### src/rtl/button_debouncer.sv
// Debounces one raw active-low push-button into a clean level plus one-cycle
// press, release and long-press pulses for the LED sequencing FSM.
module button_debouncer #(
  parameter int unsigned DEBOUNCE_CYCLES   = 1_000_000,
  parameter int unsigned LONG_PRESS_CYCLES = 50_000_000
) (
  input  logic clk,
  input  logic rst_n,
  input  logic btn_raw_n,
  output logic btn_db,
  output logic press_pulse,
  output logic release_pulse,
  output logic long_press
);

  localparam int unsigned CNT_W = $clog2(LONG_PRESS_CYCLES + 1);
  localparam logic [CNT_W-1:0] DB_LAST   = CNT_W'(DEBOUNCE_CYCLES - 1);
  localparam logic [CNT_W-1:0] HOLD_LAST = CNT_W'(LONG_PRESS_CYCLES - 1);
  localparam logic [CNT_W-1:0] CNT_ONE   = CNT_W'(1);

  typedef enum logic [1:0] {
    RELEASED     = 2'd0,
    PRESS_WAIT   = 2'd1,
    PRESSED      = 2'd2,
    RELEASE_WAIT = 2'd3
  } state_t;

  state_t           state;
  logic             meta_q;
  logic             btn_sync;
  logic [CNT_W-1:0] cnt;
  logic [CNT_W-1:0] hold;
  logic             long_done;
  logic [CNT_W-1:0] hold_inc_c;
  logic             long_hit_c;

  // Two-flop synchroniser; reset to the released level so a held button is seen as a fresh press.
  always_ff @(posedge clk or negedge rst_n) begin
    if (!rst_n) begin
      meta_q   <= 1'b1;
      btn_sync <= 1'b1;
    end else begin
      meta_q   <= btn_raw_n;
      btn_sync <= meta_q;
    end
  end

  // Saturating hold counter and the one-shot long-press condition it feeds.
  always_comb begin
    hold_inc_c = hold;
    if (hold != HOLD_LAST) begin
      hold_inc_c = hold + CNT_ONE;
    end
    long_hit_c = (hold_inc_c == HOLD_LAST) && !long_done;
  end

  // Debounce FSM; every output is a flop and pulses default low each cycle.
  always_ff @(posedge clk or negedge rst_n) begin
    if (!rst_n) begin
      state         <= RELEASED;
      cnt           <= '0;
      hold          <= '0;
      long_done     <= 1'b0;
      btn_db        <= 1'b1;
      press_pulse   <= 1'b0;
      release_pulse <= 1'b0;
      long_press    <= 1'b0;
    end else begin
      press_pulse   <= 1'b0;
      release_pulse <= 1'b0;
      long_press    <= 1'b0;

      case (state)
        RELEASED: begin
          if (!btn_sync) begin
            state <= PRESS_WAIT;
            cnt   <= CNT_ONE;
          end else begin
            cnt   <= '0;
          end
        end

        PRESS_WAIT: begin
          if (btn_sync) begin
            state <= RELEASED;
            cnt   <= '0;
          end else if (cnt == DB_LAST) begin
            state       <= PRESSED;
            cnt         <= '0;
            btn_db      <= 1'b0;
            press_pulse <= 1'b1;
            hold        <= '0;
            long_done   <= 1'b0;
          end else begin
            cnt <= cnt + CNT_ONE;
          end
        end

        PRESSED: begin
          if (btn_sync) begin
            state <= RELEASE_WAIT;
            cnt   <= CNT_ONE;
          end else begin
            hold <= hold_inc_c;
            if (long_hit_c) begin
              long_press <= 1'b1;
              long_done  <= 1'b1;
            end
          end
        end

        RELEASE_WAIT: begin
          if (btn_sync && (cnt == DB_LAST)) begin
            // Release accepted: the hold stops here so long_press cannot follow.
            state         <= RELEASED;
            cnt           <= '0;
            btn_db        <= 1'b1;
            release_pulse <= 1'b1;
          end else begin
            if (btn_sync) begin
              cnt <= cnt + CNT_ONE;
            end else begin
              state <= PRESSED;
              cnt   <= '0;
            end
            hold <= hold_inc_c;
            if (long_hit_c) begin
              long_press <= 1'b1;
              long_done  <= 1'b1;
            end
          end
        end

        default: begin
          state <= RELEASED;
          cnt   <= '0;
        end
      endcase
    end
  end

endmodule

### config.mk
export PLATFORM = sky130hd
export DESIGN_NAME = button_debouncer
export DESIGN_NICKNAME = d
export VERILOG_FILES = /design/src/rtl/button_debouncer.sv
export SDC_FILE = /design/constraint.sdc
export NUM_CORES = 1
export LEC_CHECK = 0
export BUFFER_PORTS_ARGS = -buffer_cell sky130_fd_sc_hd__buf_2
export CAP_MARGIN = 20
export CELL_PAD_IN_SITES_DETAIL_PLACEMENT = 0
export CELL_PAD_IN_SITES_GLOBAL_PLACEMENT = 1
export CORE_MARGIN = 10
export CORE_UTILIZATION = 40
export DETAILED_ROUTE_END_ITERATION = 7
export PLACE_DENSITY_LB_ADDON = 0.15
export SLEW_MARGIN = 40
export SYNTH_ARGS = -nofsm -noshare
export SYNTH_HDL_FRONTEND = slang
export SYNTH_SLANG_ARGS = --single-unit
### constraint.sdc
create_clock -name clk -period 3.6 [get_ports clk]
set_clock_uncertainty 0.15 [all_clocks]
set_input_delay 0.72 -clock clk [delete_from_list [all_inputs] [get_ports clk]]
set_output_delay 0.72 -clock clk [all_outputs]
set_load 0.005 [all_outputs]
==> results of run 1 <==
[power breakdown]
group	internal (uW)	switching (uW)	leakage, uW	total, uW
logic	9.09	26.1	0.000641	35.2
clock network	286	262	0.0000905	549
registers	689	3.10	0.000837	693
[cell families after synthesis]
kind of cell / Yosys count / synth area share [%]
buf+inv: 27 / 3.18
mux: 2 / 0.615
fa+ha+maj: 2 / 0.724
compound gates: 109 / 20.1
xor+xnor: 18 / 4.56
flops: 61 / 44.3
simple gates: 169 / 26.6
[worst max-delay path: cells and delay by family, from the launching register on]
family | cells | cell delay (ps)
AOI/OAI and AO/OA | 1 | 220
xor gates and xnor gates | 1 | 150
DFF | 1 | 490
and+or+nand+nor | 5 | 2120
[sequential cells by signal (all words and copies together), names as in the netlist]
| register | count |
|---|---|
| long_done | 1 |
| btn_sync | 1 |
| cnt | 26 |
| btn_db | 1 |
| state | 2 |
| hold | 26 |
| meta_q | 1 |
| long_press | 1 |
| release_pulse | 1 |
| press_pulse | 1 |
[stage by stage]
stage               instances  setup WS (ps)  util, %
CTS                       509            391     45.9
finish                    509            392     45.9
global route              509            239     45.9
global placement          493            477     43.8
detailed placement        493            410     43.8
floorplan                 388            656        -
[cell usage in the layout, fill, tap and decap left out, types with 4 or more instances in the layout]
master	n
o31ai_1	10
nor3_1	7
and2_1	10
a21o_1	4
buf_2	6
o21ai_1	22
nor2_1	41
clkbuf_8	11
nand2_1	32
xnor2_1	8
nand3_1	23
inv_1	7
or4_1	4
dfrtp_1	58
a31oi_1	6
a21oi_1	11
buf_4	13
nand4_1	12
o21ai_0	27
and4_1	4
and3_1	10
xor2_1	10
a22o_1	4
o41ai_1	6
[how the worst max path moves through the flow]
stage	start	to	slack, ps	cells after the start
detailed placement	cnt[21]	hold[23]	410	8
global placement	cnt[21]	hold[25]	480	8
global route	cnt[21]	hold[15]	240	8
floorplan	hold[2]	long_done	660	8
finish	hold[2]	long_done	390	7
CTS	cnt[21]	hold[23]	390	8
[cell type report]
| type | instances | share of cell area, % |
|---|---|---|
| multi-input cells | 300 | 47.7 |
| flip-flops and latches | 61 | 40.2 |
| clock buffers | 14 | 4.27 |
| well taps | 105 | 3.45 |
| repair buffers | 19 | 3.35 |
| inverters | 8 | 0.788 |
| clock inverters | 2 | 0.263 |
[per-layer routing]
metal	global-route usage, %	vias to the layer above	wire, um
li1	-	1455	-
met1	15.4	1383	3680
met2	21.8	50	4160
met3	3.43	8	261
met4	5.08	0	147
met5	0	-	0
==> summary.md, run 1 <==
| Metric | Value |
|---|---|
| Worst Tran Pin Value | 614 ps |
| Status | complete, no violations |
| Placed Area | 3640 sq um |
| Vias | 2896 |
| Routability cong. | 0.816 |
| Post-Syn Instances | 388 |
| Slew Viols, Final | 0 |
| Multi-input combinational cell area | 1820 sq um |
| CTS sink cnt | 61 |
| Commonest cells in the netlist | dfrtp_1, nor2_1, nand2_1, o21ai_0, nand3_1 |
| Router iterations before antenna repair | 4 |
| Starting DRT DRC Count | 181 |
| Storage element area | 1530 sq um |
| Worst slew margin | 59.0% |
| Synth unique cells | 60 |
| Final Cycle Share | 89.1% |
| CTS H-tree lvls | 3 |
| Syn Nets | 393 |
| Critical path class | flop to flop |
| CP dominant cell by count | or4_1 |
| Vias in the first global route | 2670 |
| DRT antenna net count | 0 |
| Final net count | 404 |
| Worst R2R End | long_done |
| Rows | 33 |
| Highest-delay cell along the critical path | or4_1 |
| Hold WS | 207 ps |
| Setup-failing EPs final | 0 |
| Yosys top cell by area | dfrtp_1 |
| Clk root buf | clkbuf_8 |
| Die Y | 113 um |
| Core area | 8300 sq um |
| Highest clock rate | 312 MHz |
| Worst Path Max Fanout | 10 |
| Hold path endpoint | btn_sync |
| First-pass GRT wire length | 13700 um |
| Max_cap viols | 0 |
| Synth warn | 0 |
| Number of I/O port buffers | 6 |
| Count leader, synth | dfrtp_1 |
| Total CTS buffers | 9 |
| Gr usage total | 13.0% |
| #FFs+latches synth | 61 |
| Setup bufs post-CTS | 0 |
| CTS tree | built |
| Die Area | 12800 sq um |
| Clock Path Buffers | 2 |
| Drt drc | 0 |
| Leakage power | 0.00157 uW |
| Worst Reg2Reg Path Length in Cells | 7 |
| Number of synthesized flops with an enable pin | 0 |
| Worst skew pair latency | 340 ps |
| Worst vdd ir | 0.144 mV |
| Arrival time worst endpoint | 3310 ps |
| Hold path cells | 0 |
| FILL cells | 822 |
| Reg2Reg Setup Slack | 390 ps |
| CTS clock-pin slew for the worst setup and hold paths | 70 ps |
| IO Count | 7 |
| Starting Density | 41.7% |
| Post-DP HPWL | 5770 um |
| Share of post-route cells with drive strength above 1 | 11.6% |
| Vias per Instance | 5.69 |
| PD cells | 335 nW/um^2 |
| Routed wire length | 8250 um |
| Final count of hold timing violations | 0 |
| Area contributors post-synth | dfrtp_1, nor2_1, o21ai_0, nand2_1, nand3_1 |
| Final instance area | 3810 sq um |
| Design Power | 1280 uW |
| Final setup TNS | 0 ps |
| Seq/Total Area, Yosys | 44.3% |
| Post_cts resized | 0 |
| Initial antenna violation count | 0 |
| Antenna cells | 0 |
| Pin count of the biggest net entering global routing | 26 |
| Post-DR wirelength/cell | 16.2 um |
| Synthesized area per cell | 8.91 sq um |
| RR Startpoint | hold[2] |
| DIE WIDTH | 113 um |
| Top cell type's share of synthesized area | 42.0% |
| Required time worst endpoint | 3700 ps |
| Period minus WS final | 3210 ps |
| CP startpoint kind | flop |
| Kind of end point of the critical path | flop |
| Async SR Flop Fraction | 100% |
| CTS Hold Bufs | 0 |
| Worst path max stage delay | 600 ps |
| Top FF cell, synth | dfrtp_1 |
| Crit-path cells | and4_1, nand3_1, or4_1, xnor2_1, or4_1, or4_4, a211oi_2 |
| Min-delay src | meta_q |
| RSZ-0062 raised after global routing | no |
| Area grow syn2layout | 10.2% |
| Worst hold path type | flop to flop |
| Mapped cell area | 3460 sq um |
| Grt total ovfl | 0 |
Power figures use the tool's default switching activity.
==> run 2: changes to the inputs <==
--- a/config.mk
+++ b/config.mk
@@ -12,7 +12,8 @@
 export CORE_MARGIN = 10
 export CORE_UTILIZATION = 40
 export DETAILED_ROUTE_END_ITERATION = 7
-export PLACE_DENSITY_LB_ADDON = 0.15
+export PLACE_DENSITY = 0.66
+export SETUP_SLACK_MARGIN = 0.15
 export SLEW_MARGIN = 40
 export SYNTH_ARGS = -nofsm -noshare
 export SYNTH_HDL_FRONTEND = slang
==> constraint.sdc (replaced) <==
create_clock -name clk -period 3.5 [get_ports clk]
set_clock_uncertainty 0.15 [all_clocks]
set_input_delay 0.7 -clock clk [delete_from_list [all_inputs] [get_ports clk]]
set_output_delay 0.7 -clock clk [all_outputs]
set_load 0.005 [all_outputs]
==> run 2 against run 1 <==
Effect of this change:
- global-route usage rose by 0.81 points
- register-to-register slack worse by 20 ps
- setup slack got worse by 16 ps
- largest cell class unchanged
==> summary.md, run 2 (synthesis gave the netlist of run 1 again) <==
| Metric | Value |
|---|---|
| Routability cong. | 0.782 (was 0.816) |
| Vias per Instance | 5.82 (was 5.69) |
| Worst Tran Pin Value | 666 ps (was 614 ps) |
| Share of post-route cells with drive strength above 1 | 11.9% (was 11.6%) |
| Post-layout util | 46.2% (was 45.9%) |
| Net switching power | 329 uW (was 291 uW) |
| Sequential share of power | 51.1% (was 54.3%) |
| Leakage power | 0.00159 uW (was 0.00157 uW) |
| Sw frac | 23.6% (was 22.8%) |
| Required time worst endpoint | 3620 ps (was 3700 ps) |
| Highest clock rate | 320 MHz (was 312 MHz) |
| Setup-failing EPs final | 0 (unchanged) |
| Grt total ovfl | 0 (unchanged) |
| Arrival time worst endpoint | 3240 ps (was 3310 ps) |
| Multi-input combinational cell area | 1830 sq um (was 1820 sq um) |
| Antenna cells | 0 (unchanged) |
| Met2 global-route usage | 23.0% (was 21.8%) |
| Vias in the first global route | 2881 (was 2670) |
| Period minus WS final | 3120 ps (was 3210 ps) |
| Rows | 33 (unchanged) |
| Storage element area | 1530 sq um (unchanged) |
| Worst path max stage delay | 590 ps (was 600 ps) |
| Placed Area | 3640 sq um (unchanged) |
| Initial antenna violation count | 0 (unchanged) |
| Worst hold path type | input port to async pin (was flop to flop) |
| Logic gate share of total power | 2.6% (was 2.8%) |
| Crit-path cells | or4_4, nor4_4, and3_4, a22oi_1, or4_1, or4_4, a211oi_2 (was and4_1, nand3_1, or4_1, xnor2_1, or4_1, or4_4, a211oi_2) |
| Gr usage total | 13.8% (was 13.0%) |
| CTS Hold Bufs | 0 (unchanged) |
| Design Power | 1390 uW (was 1280 uW) |
| Grt met3 use | 2.75% (was 3.43%) |
| Highest-delay cell along the critical path | or4_4 (was or4_1) |
| Worst skew pair latency | 350 ps (was 340 ps) |
| Vias | 2962 (was 2896) |
| DIE WIDTH | 113 um (unchanged) |
| Starting Density | 41.7% (unchanged) |
| Clock power share | 46.3% (was 43.0%) |
| Die Y | 113 um (unchanged) |
| Clock Path Buffers | 2 (unchanged) |
| Number of I/O port buffers | 6 (unchanged) |
| IO Count | 7 (unchanged) |
| Starting DRT DRC Count | 139 (was 181) |
| Biggest registers after layout | cnt (26), hold (26), state (2) (unchanged) |
| P_int | 1060 uW (was 985 uW) |
| CTS clock-pin slew for the worst setup and hold paths | 70 ps (about the same) |
| Clk root buf | clkbuf_8 (unchanged) |
| Routed wire length | 8500 um (was 8250 um) |
| Core area | 8300 sq um (unchanged) |
| DRT antenna net count | 0 (unchanged) |
| RSZ-0062 raised after global routing | no (unchanged) |
| Area grow syn2layout | 11.0% (was 10.2%) |
| Worst slew margin | 55.5% (was 59.0%) |
| Final net count | 404 (unchanged) |
| M1 GR Usage | 16.8% (was 15.4%) |
| Commonest non-fill, non-tap cells in the layout | dfrtp_1, nor2_1, nand2_1, o21ai_0, nand3_1 (unchanged) |
| Status | complete, no violations (unchanged) |
| Worst vdd ir | 0.160 mV (was 0.144 mV) |
| Post-DP HPWL | 5930 um (was 5770 um) |
| PD cells | 363 nW/um^2 (was 335 nW/um^2) |
| FILL cells | 822 (unchanged) |
| Final Cycle Share | 89.3% (was 89.1%) |
| CP startpoint kind | flop (unchanged) |
| Router iterations before antenna repair | 4 (unchanged) |
| CTS H-tree lvls | 3 (unchanged) |
| Most common cell after layout, fill and taps aside | dfrtp_1 (unchanged) |
| Slew Viols, Final | 0 (unchanged) |
| Worst Path Max Fanout | 11 (was 10) |
| Drt drc | 0 (unchanged) |
| CTS sink cnt | 61 (unchanged) |
| GRT busiest layer | met2 (unchanged) |
| Total CTS buffers | 9 (unchanged) |
| Final count of hold timing violations | 0 (unchanged) |
| Final instance area | 3840 sq um (was 3810 sq um) |
| Hold WS | 138 ps (was 207 ps) |
| Max_cap viols | 0 (unchanged) |
| Die Area | 12800 sq um (unchanged) |
| CTS tree | built (unchanged) |
| Final setup TNS | 0 ps (unchanged) |
| CP dominant cell by count | or4_4 (was or4_1) |
| Pin count of the biggest net entering global routing | 25 (was 26) |
| Critical path class | flop to flop (unchanged) |
| Kind of end point of the critical path | flop (unchanged) |
| Post-DR wirelength/cell | 16.7 um (was 16.2 um) |
| First-pass GRT wire length | 14700 um (was 13700 um) |
-- run 2: cell count changes in the layout (fill, tap and decap cells not counted), sizes merged --
cell and delta:
clkbuf -2, bufinv +1, clkinvlp +1
-- run 2: layer usage --
metal / routed length [um] / part of all wire, %
met5: 0 / 0
met4: 160 / 1.9
met3: 214 / 2.5
met2: 4180 / 49
met1: 3940 / 46
-- run 2: critical path: cells and delay by family, from the launching register on --
| family | cells | cell delay, ps |
|---|---|---|
| and+or+nand+nor | 5 | 2080 |
| DFF | 1 | 500 |
| AOI/OAI and AO/OA | 2 | 310 |
-- run 2: final timing paths --
kind                              start        end  slack [ps]  cells after the start
worst max-delay path            hold[7]  long_done         380                      7
worst min-delay path              rst_n    cnt[25]         140                      1
worst max register to register  hold[7]  long_done         380                      7
worst min register to register   meta_q   btn_sync         210                      0
max in group asynchronous         rst_n     meta_q        2330                      2
min in group clk                 meta_q   btn_sync         210                      0
-- run 2: area by class of cell --
| type | instances | area share [%] |
|---|---|---|
| well taps | 105 | 3.42 |
| multi-input cells | 300 | 47.6 |
| clock buffers | 12 | 3.78 |
| flip-flops and latches | 61 | 39.9 |
| clock inverters | 4 | 1.24 |
| repair buffers | 19 | 3.33 |
| inverters | 8 | 0.783 |
-- run 2: repair_timing --
action | in CTS | in global routing
buffers inserted | 0 | 0
gates resized for setup | 0 | 1
endpoints found under the setup margin | 0 | 1
-- run 2: power by group through the flow --
stage / logic (uW) / clock network (uW) / registers (uW)
2_1_floorplan: 14.7 / 0 / 725
3_3_place_gp: 37.5 / 0 / 726
3_5_place_dp: 38.3 / 0 / 726
4_1_cts: 38.4 / 661 / 712
5_1_grt: 42.5 / 688 / 713
6_report: 36.4 / 645 / 712
-- run 2: through the flow --
step	setup WS, ps	std cells
after floorplan	556	388
after global placement	417	493
after detailed placement	388	493
after CTS	348	509
after global routing	209	509
final	376	509
==> run 3: changes to the inputs <==
--- a/config.mk
+++ b/config.mk
@@ -5,6 +5,7 @@
 export SDC_FILE = /design/constraint.sdc
 export NUM_CORES = 1
 export LEC_CHECK = 0
+export ABC_AREA = 1
 export BUFFER_PORTS_ARGS = -buffer_cell sky130_fd_sc_hd__buf_2
 export CAP_MARGIN = 20
 export CELL_PAD_IN_SITES_DETAIL_PLACEMENT = 0
@@ -12,7 +13,8 @@
 export CORE_MARGIN = 10
 export CORE_UTILIZATION = 40
 export DETAILED_ROUTE_END_ITERATION = 7
-export PLACE_DENSITY = 0.66
+export MAX_ROUTING_LAYER = met4
+export PLACE_DENSITY = 0.69
 export SETUP_SLACK_MARGIN = 0.15
 export SLEW_MARGIN = 40
 export SYNTH_ARGS = -nofsm -noshare
==> run 3 against run 2 <==
Effect of this change:
- critical path depth is 3 higher
- design area is 7.3% higher
- cell count is 26% higher
- setup slack better by 550 ps
- wire length is 8.4% higher
==> summary.md, run 3 <==
| Metric | Value |
|---|---|
| Starting Density | 40.8% (was 41.7%) |
| P_int | 1150 uW (was 1060 uW) |
| Yosys top cell by area | dfrtp_1 (unchanged) |
| Drt drc | 0 (unchanged) |
| Vias per Instance | 5.11 (was 5.82) |
| CTS sink cnt | 61 (unchanged) |
| CTS Hold Bufs | 0 (unchanged) |
| Area grow syn2layout | 9.88% (was 11.0%) |
| Commonest non-fill, non-tap cells in the layout | nand2_1, nor2_1, inv_1, dfrtp_1, nand3_1 (was dfrtp_1, nor2_1, nand2_1, o21ai_0, nand3_1) |
| Pin count of the biggest net entering global routing | 35 (was 25) |
| Required time worst endpoint | 3610 ps (was 3620 ps) |
| Die Area | 13600 sq um (was 12800 sq um) |
| CP startpoint kind | flop (unchanged) |
| Worst Path Max Fanout | 27 (was 11) |
| Post-DR wirelength/cell | 14.4 um (was 16.7 um) |
| Setup bufs post-CTS | 0 (unchanged) |
| Routed wire length | 9220 um (was 8500 um) |
| Non-Filler Instances | 640 (was 509) |
| Vias in the first global route | 3337 (was 2881) |
| Rows | 35 (was 33) |
| CTS tree | built (unchanged) |
| Critical path class | flop to flop (unchanged) |
| Reg2Reg Setup Slack | 920 ps (was 380 ps) |
| Status | complete, no violations (unchanged) |
| PD cells | 358 nW/um^2 (was 363 nW/um^2) |
| Worst vdd ir | 0.176 mV (was 0.160 mV) |
| Kind of end point of the critical path | flop (unchanged) |
| Arrival time worst endpoint | 2690 ps (was 3240 ps) |
| Core area | 9200 sq um (was 8300 sq um) |
| First-pass GRT wire length | 16100 um (was 14700 um) |
| Final count of hold timing violations | 0 (unchanged) |
| Initial antenna violation count | 0 (unchanged) |
| Post-Syn Instances | 513 (was 388) |
| Sequential share of power | 48.3% (was 51.1%) |
| IO Count | 7 (unchanged) |
| Most common cell after layout, fill and taps aside | nand2_1 (was dfrtp_1) |
| Clk root buf | clkbuf_8 (unchanged) |
| Dpl ws | 900 ps (was 388 ps) |
| Worst skew pair latency | 330 ps (was 350 ps) |
| Synth warn | 0 (unchanged) |
| Top FF cell, synth | dfrtp_1 (unchanged) |
| Seq/Total Area, Yosys | 40.8% (was 44.3%) |
| Post_cts resized | 0 (unchanged) |
| Logic gate share of total power | 2.3% (was 2.6%) |
| Number of synthesized flops with an enable pin | 0 (unchanged) |
| Clock Path Buffers | 2 (unchanged) |
| Placed cells | 624 (was 493) |
| Async SR Flop Fraction | 100% (unchanged) |
| DIE WIDTH | 117 um (was 113 um) |
| Antenna cells | 0 (unchanged) |
| Starting DRT DRC Count | 136 (was 139) |
| Max_cap viols | 0 (unchanged) |
| Top cell type's share of synthesized area | 38.7% (was 42.0%) |
| Router iterations before antenna repair | 4 (unchanged) |
| Biggest registers after layout | cnt (26), hold (26), state (2) (unchanged) |
| RR Startpoint | state[1] (was hold[7]) |
| Grt total ovfl | 0 (unchanged) |
| Period minus WS final | 2580 ps (was 3120 ps) |
| Vias | 3273 (was 2962) |
| Clock power share | 49.4% (was 46.3%) |
| Slew Viols, Final | 0 (unchanged) |
| Worst Reg2Reg Path Length in Cells | 10 (was 7) |
| Synth unique cells | 43 (was 60) |
| CP startpoint | state[1] (was hold[7]) |
| Area contributors post-synth | dfrtp_1, nand2_1, nor2_1, inv_1, nand3_1 (was dfrtp_1, nor2_1, o21ai_0, nand2_1, nand3_1) |
| DRT antenna net count | 0 (unchanged) |
| Worst slew margin | 68.6% (was 55.5%) |
| Setup slack after layout | 923 ps (was 376 ps) |
| Post-DP HPWL | 6950 um (was 5930 um) |
| Syn Nets | 518 (was 393) |
| Gr usage total | 15.2% (was 13.8%) |
| Final Cycle Share | 73.6% (was 89.3%) |
| Setup-failing EPs final | 0 (unchanged) |
| Final setup TNS | 0 ps (unchanged) |
| Die Y | 117 um (was 113 um) |
| Synthesized area per cell | 7.31 sq um (was 8.91 sq um) |
| Sw frac | 21.7% (was 23.6%) |
| Final net count | 529 (was 404) |
| Highest clock rate | 388 MHz (was 320 MHz) |
| CTS H-tree lvls | 3 (unchanged) |
| Total CTS buffers | 9 (unchanged) |
| Share of post-route cells with drive strength above 1 | 11.0% (was 11.9%) |
| #FFs+latches synth | 61 (unchanged) |
| Worst R2R End | long_done (unchanged) |
| Number of I/O port buffers | 6 (unchanged) |
| Mapped cell area | 3750 sq um (was 3460 sq um) |
| Count leader, synth | nand2_1 (was dfrtp_1) |
| Design Power | 1480 uW (was 1390 uW) |
| Worst hold path type | input port to async pin (unchanged) |
| Leakage power | 0.00182 uW (was 0.00159 uW) |
| Commonest cells in the netlist | nand2_1, nor2_1, inv_1, dfrtp_1, nand3_1 (was dfrtp_1, nor2_1, nand2_1, o21ai_0, nand3_1) |
| Net switching power | 320 uW (was 329 uW) |
| Worst Tran Pin Value | 471 ps (was 666 ps) |
| CTS clock-pin slew for the worst setup and hold paths | 80 ps (was 70 ps) |
| Routability cong. | 0.823 (was 0.782) |
| RSZ-0062 raised after global routing | no (unchanged) |
## run 3: cell types whose count changed after synthesis, sizes merged, moves of 10 or more
cell and delta:
nand2 +106, inv +60, nor2 +35, o21ai -27
o22ai +19, nand3 +16, and3 -11, clkbuf -11
and2 -10, xor2 +10
## run 3: worst max-delay path by stage
stage           endpoint  depth (start not counted)
2_1_floorplan  long_done                         13
3_3_place_gp   long_done                         10
3_5_place_dp   long_done                         10
4_1_cts        long_done                         10
5_1_grt        long_done                         10
6_report       long_done                         10
## run 3: power by group through the flow
stage / logic (uW) / registers, uW / clock network [uW]
2_1_floorplan: 14.4 / 724 / 0
3_3_place_gp: 35.8 / 726 / 0
3_5_place_dp: 35.8 / 726 / 0
4_1_cts: 36.2 / 712 / 750
5_1_grt: 40.7 / 712 / 785
6_report: 34.4 / 712 / 728
## run 3: layout make-up
| cell class | count | area, sq um |
|---|---|---|
| clock buffers | 12 | 155 |
| clock inverters | 4 | 70.1 |
| fillers | 981 | 5080 |
| inverters | 69 | 264 |
| multi-input cells | 375 | 1910 |
| flip-flops and latches | 61 | 1530 |
| well taps | 111 | 139 |
| repair buffers | 8 | 47.5 |
## run 3: logic make-up (layout without fill, tap and decap cells)
family | Yosys count | count (layout) | synth area share, %
DFF | 61 | 61 | 40.8
and+or+nand+nor | 285 | 285 | 34.9
buffers and inverters | 77 | 93 | 8.14
AOI/OAI and AO/OA | 67 | 67 | 10.6
xor gates and xnor gates | 21 | 21 | 4.91
adders and majority gates | 2 | 2 | 0.667
## run 3: routing by layer
layer	track usage (%)	vias to the layer above	part of all wire, %	routed length, um
met4	4.28	0	0.76	70
met1	17.5	1556	46	4200
li1	-	1687	-	-
met3	2.96	4	1.7	160
met5	-	-	0	0
met2	26.4	26	52	4790
## run 3: metrics by stage
| stage | util, % | hold slack, ps | instance area [sq um] |
|---|---|---|---|
| finish | 44.8 | 158 | 4120 |
| detailed placement | 42.3 | 205 | 3890 |
| floorplan | - | 195 | 3750 |
| global placement | 42.3 | 205 | 3890 |
| CTS | 44.8 | 212 | 4120 |
| global route | 44.8 | 185 | 4120 |
## run 3: critical path, cell delays in order, from the launching register on
cell and delay [ps]:
dfrtp_1 400, inv_2 70, nor2_1 160, inv_1 70, nor2_2 260, inv_2 200, nand2_2 250, clkinv_4 240
nand2_2 410, nand3_1 160, a21oi_2 130
